**src/rtl/lcd_window_addr_gen.sv**
```systemverilog
`default_nettype none
// ============================================================================
//  Module   : lcd_window_addr_gen
//  Purpose  : Command decoder and framebuffer write-address generator.
//             Consumes the command / parameter / pixel latch stream from
//             lcd_rx_if, tracks the column (0x2A) and page (0x2B) window,
//             and converts every RGB565 pixel of a memory write (0x2C/0x3C)
//             into one linear framebuffer write. The cursor wraps inside the
//             window; pixels that land outside the panel are clipped but
//             still advance the cursor.
//  Revision : 1.0  initial release
// ----------------------------------------------------------------------------
//  Ports
//    i_clk            in   1       video clock
//    i_rst_n          in   1       asynchronous active-low reset
//    i_command        in   8       command byte
//    i_command_latch  in   1       strobe, i_command valid
//    i_param          in   8       parameter byte
//    i_param_latch    in   1       strobe, i_param valid
//    i_rgb565         in   16      pixel data
//    i_rgb565_latch   in   1       strobe, i_rgb565 valid
//    o_wr_en          out  1       framebuffer write strobe
//    o_wr_addr        out  ADDR_W  linear address row*H_RES+col
//    o_wr_data        out  16      RGB565 write data
//    o_ramwr_start    out  1       pulse when 0x2C is accepted
// ============================================================================
module lcd_window_addr_gen #(
    parameter int H_RES  = 480,
    parameter int V_RES  = 320,
    parameter int ADDR_W = 18
) (
    input  logic              i_clk,
    input  logic              i_rst_n,
    input  logic [7:0]        i_command,
    input  logic              i_command_latch,
    input  logic [7:0]        i_param,
    input  logic              i_param_latch,
    input  logic [15:0]       i_rgb565,
    input  logic              i_rgb565_latch,
    output logic              o_wr_en,
    output logic [ADDR_W-1:0] o_wr_addr,
    output logic [15:0]       o_wr_data,
    output logic              o_ramwr_start
);

    localparam logic [7:0]  c_CMD_CASET   = 8'h2A;
    localparam logic [7:0]  c_CMD_PASET   = 8'h2B;
    localparam logic [7:0]  c_CMD_RAMWR   = 8'h2C;
    localparam logic [7:0]  c_CMD_RAMWRC  = 8'h3C;
    localparam logic [15:0] c_H_RES       = 16'(H_RES);
    localparam logic [15:0] c_V_RES       = 16'(V_RES);

    typedef enum logic [1:0] {
        S_IDLE  = 2'd0,
        S_CASET = 2'd1,
        S_PASET = 2'd2,
        S_RAMWR = 2'd3
    } state_t;

    state_t      r_state;
    state_t      w_state_nxt;
    logic [1:0]  r_idx;
    logic [1:0]  w_idx_nxt;

    // Window and cursor
    logic [15:0] r_sc;
    logic [15:0] r_ec;
    logic [15:0] r_sp;
    logic [15:0] r_ep;
    logic [15:0] r_col;
    logic [15:0] r_row;

    // First three parameter bytes; the fourth arrives on i_param directly
    logic [7:0]  r_p0;
    logic [7:0]  r_p1;
    logic [7:0]  r_p2;

    // Strobe qualification with command > param > pixel priority
    logic        w_in_param_state;
    logic        w_take_param;
    logic        w_take_pixel;
    logic        w_in_panel;

    assign w_in_param_state = (r_state == S_CASET) || (r_state == S_PASET);
    assign w_take_param     = !i_command_latch && i_param_latch && w_in_param_state;
    assign w_take_pixel     = !i_command_latch && !i_param_latch && i_rgb565_latch
                              && (r_state == S_RAMWR);
    assign w_in_panel       = (r_col < c_H_RES) && (r_row < c_V_RES);

    // ------------------------------------------------------------------------
    // State register
    // ------------------------------------------------------------------------
    always_ff @(posedge i_clk or negedge i_rst_n) begin
        if (!i_rst_n) begin
            r_state <= S_IDLE;
            r_idx   <= 2'd0;
        end else begin
            r_state <= w_state_nxt;
            r_idx   <= w_idx_nxt;
        end
    end

    // ------------------------------------------------------------------------
    // Next-state logic
    // ------------------------------------------------------------------------
    always_comb begin
        w_state_nxt = r_state;
        w_idx_nxt   = r_idx;
        if (i_command_latch) begin
            // Any command restarts parameter collection
            w_idx_nxt = 2'd0;
            case (i_command)
                c_CMD_CASET:  w_state_nxt = S_CASET;
                c_CMD_PASET:  w_state_nxt = S_PASET;
                c_CMD_RAMWR:  w_state_nxt = S_RAMWR;
                c_CMD_RAMWRC: w_state_nxt = S_RAMWR;
                default:      w_state_nxt = S_IDLE;
            endcase
        end else if (w_take_param) begin
            if (r_idx == 2'd3) begin
                w_state_nxt = S_IDLE;
                w_idx_nxt   = 2'd0;
            end else begin
                w_idx_nxt   = r_idx + 2'd1;
            end
        end
    end

    // ------------------------------------------------------------------------
    // Window, cursor and write-port datapath
    // ------------------------------------------------------------------------
    always_ff @(posedge i_clk or negedge i_rst_n) begin
        if (!i_rst_n) begin
            r_sc          <= 16'd0;
            r_ec          <= c_H_RES - 16'd1;
            r_sp          <= 16'd0;
            r_ep          <= c_V_RES - 16'd1;
            r_col         <= 16'd0;
            r_row         <= 16'd0;
            r_p0          <= 8'd0;
            r_p1          <= 8'd0;
            r_p2          <= 8'd0;
            o_wr_en       <= 1'b0;
            o_wr_addr     <= '0;
            o_wr_data     <= 16'd0;
            o_ramwr_start <= 1'b0;
        end else begin
            o_wr_en       <= 1'b0;
            o_ramwr_start <= 1'b0;

            if (i_command_latch) begin
                if (i_command == c_CMD_RAMWR) begin
                    r_col         <= r_sc;
                    r_row         <= r_sp;
                    o_ramwr_start <= 1'b1;
                end
            end else if (w_take_param) begin
                case (r_idx)
                    2'd0: r_p0 <= i_param;
                    2'd1: r_p1 <= i_param;
                    2'd2: r_p2 <= i_param;
                    default: begin
                        // Start and end commit together so the window is
                        // never observed half-updated
                        if (r_state == S_CASET) begin
                            r_sc <= {r_p0, r_p1};
                            r_ec <= {r_p2, i_param};
                        end else begin
                            r_sp <= {r_p0, r_p1};
                            r_ep <= {r_p2, i_param};
                        end
                    end
                endcase
            end else if (w_take_pixel) begin
                if (w_in_panel) begin
                    o_wr_en   <= 1'b1;
                    o_wr_addr <= ADDR_W'(32'(r_row) * 32'(H_RES) + 32'(r_col));
                    o_wr_data <= i_rgb565;
                end
                // >= rather than == keeps a degenerate window (start > end)
                // bounded to a single column/row instead of running away
                if (r_col >= r_ec) begin
                    r_col <= r_sc;
                    if (r_row >= r_ep) begin
                        r_row <= r_sp;
                    end else begin
                        r_row <= r_row + 16'd1;
                    end
                end else begin
                    r_col <= r_col + 16'd1;
                end
            end
        end
    end

endmodule
`default_nettype wire

```
**config.mk**
```make
export PLATFORM = sky130hd
export DESIGN_NAME = lcd_window_addr_gen
export DESIGN_NICKNAME = d
export VERILOG_FILES = /design/src/rtl/lcd_window_addr_gen.sv
export SDC_FILE = /design/constraint.sdc
export NUM_CORES = 1
export LEC_CHECK = 0
export CAP_MARGIN = 0
export CORE_ASPECT_RATIO = 0.5
export CORE_MARGIN = 3
export CORE_UTILIZATION = 54
export CTS_CLUSTER_DIAMETER = 60
export CTS_CLUSTER_SIZE = 12
export DETAILED_ROUTE_END_ITERATION = 6
export HOLD_SLACK_MARGIN = 0.02
export MAX_ROUTING_LAYER = met4
export PLACE_DENSITY_LB_ADDON = 0.12
export SYNTH_ARGS = -nofsm -noshare
export SYNTH_HDL_FRONTEND = slang
export SYNTH_SLANG_ARGS = --single-unit
```
**constraint.sdc**
```tcl
create_clock -name i_clk -period 4.2 [get_ports i_clk]
set_input_delay 0.42 -clock i_clk [delete_from_list [all_inputs] [get_ports i_clk]]
set_output_delay 0.42 -clock i_clk [all_outputs]
set_load 0.005 [all_outputs]
```
# --- Yosys cells after proc, flatten, opt, wreduce, memory -nomap -nowiden ---
# Index checks and enable logic that the tools add are counted.
# W data, S select, Z words.
classes:
  n_eq_ne: 12
  multipliers: 1
  bitwise: 4
  muxes: 24
  order_cmp: 4
  n_addsub: 4
  reduce_logical: 25
op_table:
  columns: ["op", "n"]
  rows:
  - ["$mux W16", 11]
  - ["$add A16 B1 Y16 const B", 2]
  - ["$eq A8 B6 Y1 const B", 4]
  - ["$ge A16 B16 Y1", 2]
  - ["$lt A16 B9 Y1 const B", 2]
  - ["$add A18 B16 Y18", 1]
  - ["$mul A16 B4 Y13 const B", 1]
  - ["$reduce_and A4 Y1", 4]
  - ["$mux W2", 6]
  - ["$reduce_and A3 Y1", 4]
  - ["$eq A2 B2 Y1 const B", 4]
  - ["$reduce_bool A2 Y1", 4]
  - ["$logic_and A1 B1 Y1", 6]
  - ["$mux W1", 6]
  - ["$pmux W2 S3", 1]
  - ["$eq A2 B1 Y1 const B", 2]
  - ["$not A1 Y1", 4]
  - ["$reduce_or A3 Y1", 1]
  - ["$add A2 B1 Y2 const B", 1]
  - ["$logic_not A1 Y1", 2]
  - ["$logic_not A2 Y1", 1]
  - ["$ne A2 B1 Y1 const B", 1]
  - ["$ne A2 B2 Y1 const B", 1]
  - ["$reduce_and A2 Y1", 1]
  - ["other kinds (2)", 2]
word_totals:
  out_inout_bits: 36
  elab_cells: 89
  input_bits: 37
  register_bits: 160

# --- Logic depth before layout (Yosys ltp) ---
# Gate-level depths: netlist (run 1).
depth:
  ltp_word: 7
  depth_mapped: 18

# --- Worst setup path after synthesis (run 1) ---
# Ideal clock, no wire load.
synth_timing:
  path_kind: "reg-to-reg"
  start: "register r_row[3]"
  end: "register o_wr_addr[17]"
  required_time_ps: 4075
  path_buffers: 0
  path_slack_ps: 125
  path_stages_with_launch: 19
  arrival_ps: 3950
  cell_sequence: "dfrtp_1 -> inv_1 -> fa_1 -> fa_1 -> inv_1 -> ha_1 -> o211ai_1 -> o21ai_0 -> nand3_1 -> and3b_1 -> a21oi_1 -> ha_1 -> a21oi_1 -> o21ai_0 -> nand2_1 -> o31ai_1 -> o21ai_0 -> xnor2_1 -> mux2_4"
synth_via:
  elab_chain_len: 3
  elab_cells_between_ends: 5
  cone_classes: "add/sub (1); mul (1); order compare (1); reduce/logical (2)"
synth_rtl:
  columns: ["item", "line", "rtl"]
  rows:
  - ["from (decl)", "71", "logic [15:0] r_row;"]
  - ["from (signal assigned)", "154", "r_row <= r_sp;"]
  - ["from (signal assigned)", "185", "r_row <= r_sp;"]
  - ["from (signal assigned)", "187", "r_row <= r_row + 16'd1;"]
  - ["parallel branches: the longest is 3 deep, another holds $add A18 B16 Y18", null, null]
  - ["to (signal assigned)", "177", "o_wr_addr <= ADDR_W'(32'(r_row) * 32'(H_RES) + 32'(r_col));"]
  - ["to (decl)", "41", "output logic [ADDR_W-1:0] o_wr_addr,"]
# Parallel ways; which one is timed is not known.
# A chain may end at the register's enable or synchronous reset.

# --- Final worst setup path (run 1) ---
layout_timing:
  start: "register r_row[1]"
  end: "register o_wr_addr[17]"
# Same word-level chain as after synthesis.

==> results of run 1 <==
[cells in the mapped netlist, drive strengths merged (3+ instances only)]
cell type  instances  area share
o31ai              4      0.0032
xor2               5      0.0047
mux2              74       0.089
o21a               3      0.0024
o211ai             3      0.0024
nand2            133       0.053
or4                4      0.0044
mux2i             19       0.020
and2               4      0.0027
buf               19       0.015
a22oi             13       0.010
dfrtp            145        0.39
nor4               6      0.0056
nor2              27       0.013
nand4              8      0.0053
dfstp             15       0.042
and3              16       0.011
o2bb2ai            4      0.0037
a211o              3      0.0028
a211oi             9      0.0077
inv               81       0.032
xnor2             15       0.014
or3                4      0.0029
o21ai             71       0.038
nor2b              4      0.0027
a21o              12      0.0097
nand2b             7      0.0047
nand3             14      0.0075
ha                75        0.10
a21oi             38       0.021
nor3               8      0.0048
clkbuf            11      0.0045
a31oi              4      0.0027
o2111ai            3      0.0028
fa                20       0.043
[registers in the layout (all words and copies together) (netlist names)]
name           count
o_wr_addr         18
o_wr_data         16
r_col             16
r_ec              16
r_ep              16
r_row             16
r_sc              16
r_sp              16
r_p0               8
r_p1               8
r_p2               8
r_idx              2
r_state            2
o_ramwr_start      1
o_wr_en            1
[worst paths after layout]
path / start / to / slack, ns
worst max-delay path: r_row[1] / o_wr_addr[17] / 0.14
worst min-delay path: i_rst_n / r_col[1] / 0.07
worst max register to register: r_row[1] / o_wr_addr[17] / 0.14
worst min register to register: o_wr_data[13] / o_wr_data[13] / 0.46
max in group asynchronous: i_rst_n / r_ec[6] / 3.16
min in group i_clk: o_wr_data[13] / o_wr_data[13] / 0.46
[report_power, final]
| part | internal [mW] | switching (mW) |
|---|---|---|
| clock | 0.913 | 0.682 |
| sequential | 1.56 | 0.0345 |
| combinational | 0.266 | 0.327 |
| total | 2.74 | 1.04 |
[what timing repair did]
action / CTS / global route
hold buffers: 0 / 0
gates resized for setup: 3 / 24
pin swaps: 0 / 10
setup endpoints to repair: 1 / 4
buffers inserted: 0 / 5
[through the flow]
stage,TNS (ns),worst slack [ns],hold slack (ns),instances,cell area [sq um]
finish,0,0.145,0.0683,1239,11200
global route,-0.0915,-0.0556,0.167,1239,11200
CTS,0,0.0273,0.119,1234,11100
detailed placement,-0.102,-0.102,0.455,1202,10400
global placement,0,0.0737,0.448,1202,10400
floorplan,0,0.125,0.124,904,9400
[cell type report]
type	instances	area, sq um	area share
clock inverters	14	168	0.0150
well taps	227	284	0.0254
multi-input cells	633	5010	0.447
inverters	81	304	0.0271
flip-flops and latches	160	4020	0.359
repair buffers	106	977	0.0872
clock buffers	18	439	0.0392
[kinds of logic after synthesis]
| group | share of synthesized area |
|---|---|
| xor+xnor | 0.0186 |
| simple gates | 0.123 |
| flops | 0.428 |
| compound gates | 0.127 |
| fa+ha+maj | 0.142 |
| buf+inv | 0.0518 |
| mux | 0.109 |
[critical path: stages, from the launching register on]
cell                       delay [ns]
sky130_fd_sc_hd__dfrtp_1         0.41
sky130_fd_sc_hd__fa_1            0.53
sky130_fd_sc_hd__fa_1            0.57
sky130_fd_sc_hd__inv_1           0.06
sky130_fd_sc_hd__fa_2            0.35
sky130_fd_sc_hd__nand2b_4        0.15
sky130_fd_sc_hd__a21oi_2         0.21
sky130_fd_sc_hd__a31oi_1         0.13
sky130_fd_sc_hd__xnor2_1         0.14
sky130_fd_sc_hd__ha_1            0.33
sky130_fd_sc_hd__buf_4           0.11
sky130_fd_sc_hd__nand4_1         0.11
sky130_fd_sc_hd__o31ai_2         0.32
sky130_fd_sc_hd__o21ai_1         0.12
sky130_fd_sc_hd__xnor2_1         0.13
sky130_fd_sc_hd__mux2_4          0.26
[metal layers]
layer	GRT usage	vias up	wire (microns)	share of wire
li1	-	3351	-	-
met1	0.357	3481	11000	0.48
met2	0.364	207	9650	0.42
met3	0.0782	33	1860	0.081
met4	0.0615	0	386	0.017
met5	-	-	0	0
==> results.toml, run 1 <==
[synth]
ys_dominant_reg_cell = "sky130_fd_sc_hd__dfrtp_1"
synth_area_sq_um = 9400
ys_ff_latch = 160
synth_cell_types = 71
synth_cells = 904
syn_nets = 1036
synth_area_per_inst_sq_um = 10.4
async_reset_ff_frac = 1.00
synth_warnings = 0
synth_enable_flop_cells = 0
seq_area_frac_synth = 0.428

[critical_path]
critical_path.startpoint_type = "flop"
r2r.worst_path.cells = 15
timing.setup.critical_path_class = "flop to flop"
worst_ep_required_time_ns = 4.51
critical_path_end_type = "flop"
path_max_fanout = 3
cp_arrival_ns = 4.36

[sta]
report.final.slew_viol_count = 0
timing.final.setup_violations = 0
final_critical_path_share_of_the_clock_period = 0.966
timing.fmax_ghz = 0.247
tightestPinTransition_ns = 0.901
number_of_hold_violations_in_the_final_report = 0
clock-skew-final_ns = 0.0137
slew-limit-headroom = 0.399
period_needed_ns = 4.06

[detailed_routing]
routed_via_density = 5.71
wl_per_cell_microns = 18.5
antenna_left = 0
detail_route.iter0.violations = 590
drt_pass1_iterations = 5
via_count = 7072
drt_drc_violations_left = 0
detailed_route_wire_length_microns = 22900

[cells_and_area]
layout-drive-gt1-share = 0.196
finish.utilization = 0.670
mostFrequentLayoutCells = "sky130_fd_sc_hd__dfrtp_1 (145), sky130_fd_sc_hd__nand2_1 (133), sky130_fd_sc_hd__inv_1 (76)"
fill_cells = 1265
mostFrequentLayoutCell = "sky130_fd_sc_hd__dfrtp_1"
finalNetCount = 1131
synthToLayoutAreaGrowth_pct = 19.1
n_antenna_cell = 0

[global_routing]
initial_antenna_violation_count = 0
grt_overflow_total = 0
grt_pass1_wl_microns = 36700
gr_usage_total = 0.255
largest_net_degree_at_the_start_of_global_routing = 99
via_count_of_the_first_global_routing_pass = 6910

[floorplanning]
die_area_sq_um = 19100
die-width_microns = 193
rows = 33
coreArea_sq_um = 16700
initial_core_util = 0.562
die_boundary_height_microns = 99.3
boundaryPins = 73

[placement]
hpwlAfterDp_microns = 17200
place.port_buffers = 72
gp_routability_congestion = 0.861

[status]
outcome = "finished clean"

[worst_hold_path]
hold_path.class = "input port to async pin"

[cts]
clockBufferDepth = 2
clock_buffer_count_from_cts = 17
clock_latency_ns = 0.43
cts.root.buffer_cell = "sky130_fd_sc_hd__clkbuf_16"
cts_tree = "done"
clkTransAtPathRegs_ns = 0.06
ctsHtreeMaxLevel = 4
clock-sinks = 160

[power]
finalPower_mw = 3.79
irDropWorstVdd_v = 0.000278
p_leak_nw = 5.36
power_density_nw_per_um2 = 338

[run]
max_cap_violations = 0
Note: power is estimated with default switching activity, not from simulation.
==> run 2, diff against run 1 <==
Settings changed: CTS_CLUSTER_SIZE 12 to unset.
Clock period 4.2 ns to 3.35 ns, I/O delays scaled along.
==> run 2 against run 1 <==
  * Flip-flop and latch count stayed put
  * Highest routed layer unchanged
  * Clock power increased by 20%
  * Largest cell class unchanged
  * Wire length grew 3.7%
  * Global-route usage up 1.4 points
  * First-iteration DRC count fell by 8.6%
  * Sequential share of layout area shrank 1.5 points
  * Critical endpoint unchanged
  * The run now ends with hold timing, setup timing left
  * Total power rose by 30%
==> results.toml, run 2 (synthesized netlist as in run 1, its figures left out) <==
[critical_path]
r2r.worst_path.cells = 15
critical_path_end_type = "flop"
critical_path.startpoint_type = "flop"
cp-startpoint = "r_row[1]"
cp_arrival_ns = 4.19
regToRegStartpoint = "r_row[1]"
path_cells = "fa_1 -> fa_1 -> ha_1 -> a211oi_2 -> o21ai_1 -> nand3_1 -> and3b_1 -> a21oi_2 -> buf_4 -> ha_4 -> nand4_1 -> o31ai_2 -> o21ai_1 -> xnor2_1 -> mux2_4"
worst_ep_required_time_ns = 3.66
path_max_fanout = 4
worst_path_largest_cell_delay_ns = 0.60
timing.setup.critical_path_class = "flop to flop"
cp_slowest_cell = "sky130_fd_sc_hd__fa_1"

[sta]
grt_setup_unrepaired = "yes"
timing.final.setup_violations = 7
report.final.slew_viol_count = 0
finalHoldWorstSlack_ns = -0.0413
period_needed_ns = 3.88
slew-limit-headroom = 0.403
timing.fmax_ghz = 0.258
number_of_hold_violations_in_the_final_report = 18
clock-skew-final_ns = 0.0176
tightestPinTransition_ns = 0.896
setup_ws_ns = -0.527
final_critical_path_share_of_the_clock_period = 1.16
setup_tns_ns = -2.31

[power]
irDropWorstVdd_v = 0.000385
power_density_nw_per_um2 = 420
p_leak_nw = 5.63

[cts]
clock_buffer_count_from_cts = 17
ctsHoldBuffers = 0
ctsHtreeMaxLevel = 4
clkTransAtPathRegs_ns = 0.07
cts_tree = "done"
clock-sinks = 160
clockBufferDepth = 2
clock_latency_ns = 0.44
cts.root.buffer_cell = "sky130_fd_sc_hd__clkbuf_16"

[global_routing]
grt_pass1_wl_microns = 38000
initial_antenna_violation_count = 0
largest_net_degree_at_the_start_of_global_routing = 94
gr_usage_total = 0.269
grt_overflow_total = 0
via_count_of_the_first_global_routing_pass = 7181

[status]
outcome = "finished with violations"
violations = "hold timing, setup timing"

[cells_and_area]
stdcell_area_sq_um = 11700
mostFrequentLayoutCells = "sky130_fd_sc_hd__dfrtp_1 (142), sky130_fd_sc_hd__nand2_1 (133), sky130_fd_sc_hd__buf_4 (85)"
flip_flop_count_of_the_largest_register_all_copies_and_words_added = 18
fill_cells = 1275
n_antenna_cell = 0
max_flop_register = "o_wr_addr"
finish.utilization = 0.700
post_layout_nonfiller_instances = 1293
layout-drive-gt1-share = 0.252
synthToLayoutAreaGrowth_pct = 24.4
mostFrequentLayoutCell = "sky130_fd_sc_hd__dfrtp_1"
finalNetCount = 1185

[floorplanning]
coreArea_sq_um = 16700
die_boundary_height_microns = 99.3
initial_core_util = 0.562
rows = 33
die_area_sq_um = 19100
die-width_microns = 193
boundaryPins = 73

[placement]
post_dp_cell_area_sq_um = 11000
place.port_buffers = 72
gp_routability_congestion = 0.910
hpwlAfterDp_microns = 17800
dp.cells = 1251
dp_worst_setup_slack_ns = -0.518

[detailed_routing]
drt_pass1_iterations = 5
wl_per_cell_microns = 18.4
drt_drc_violations_left = 0
routed_via_density = 5.67
detailed_route_wire_length_microns = 23700
detail_route.iter0.violations = 539
via_count = 7335
antenna_left = 0

[run]
max_cap_violations = 0

[worst_hold_path]
hold_path.class = "input port to async pin"
run 2: cell count changes in the layout (fill, tap and decap cells not counted), moves of 3 or more:
cell                      previous run  this run
sky130_fd_sc_hd__inv_2               5         9
sky130_fd_sc_hd__buf_4              34        85
sky130_fd_sc_hd__inv_1              76        71
sky130_fd_sc_hd__o21ai_2             1         5
sky130_fd_sc_hd__o21ai_0            55        49
sky130_fd_sc_hd__dfrtp_1           145       142
sky130_fd_sc_hd__dfrtp_2             0         3
run 2: metrics by stage:
stage          power (mW)  hold WS (ns)
6_report             4.91       -0.0413
5_1_grt              5.11        0.0253
4_1_cts              4.84        0.0233
3_5_place_dp         2.89         0.456
3_3_place_gp         2.86         0.448
2_1_floorplan        2.51        0.0394
run 2: cell type report:
type                       instances  area (sq um)  area share
clock buffer                      18           429      0.0367
clock inverter                    14           151      0.0129
inverter                          81           307      0.0262
multi-input combinational        633          5090       0.435
sequential                       160          4030       0.344
tap                              227           284      0.0243
timing repair buffer             160          1410       0.121
run 2: path summary, 6_finish.rpt:
path,endpoint,slack (ns)
setup / recovery,o_wr_addr[17],-0.53
hold / removal,o_wr_addr[5],-0.04
setup reg to reg,o_wr_addr[17],-0.53
hold reg to reg,o_wr_data[6],0.47
max in group asynchronous,r_ec[8],2.57
min in group i_clk,o_wr_data[2],0.44
run 2: critical path: cells and delay by family, from the launching register on:
| kind | cells | cell delay (ns) |
|---|---|---|
| AND/OR/NAND/NOR | 3 | 0.36 |
| flip-flops | 1 | 0.42 |
| buffers and inverters | 1 | 0.15 |
| multiplexers | 1 | 0.26 |
| XOR/XNOR | 1 | 0.12 |
| AO/OA/AOI/OAI | 5 | 0.78 |
| adder cells (fa/ha/maj) | 4 | 1.67 |
run 2: per-layer routing:
metal	wire [microns]	GRT usage	vias up
met4	282	0.0727	0
met1	11200	0.379	3625
met5	0	-	-
met3	1970	0.0648	20
met2	10300	0.392	232
li1	-	-	3458
run 2: power breakdown:
part           total (mW)  leakage (nW)  internal [mW]  switching (mW)
sequential           2.01          2.06           1.96          0.0455
combinational       0.977          3.29          0.502           0.476
clock                1.92         0.277           1.05           0.875
total                4.91          5.63           3.51            1.40
run 2: repair_timing:
action | CTS | global route
setup buffers | 5 | 7
endpoints found under the setup margin | 8 | 8
pin swaps | 14 | 13
gates resized for setup | 13 | 10
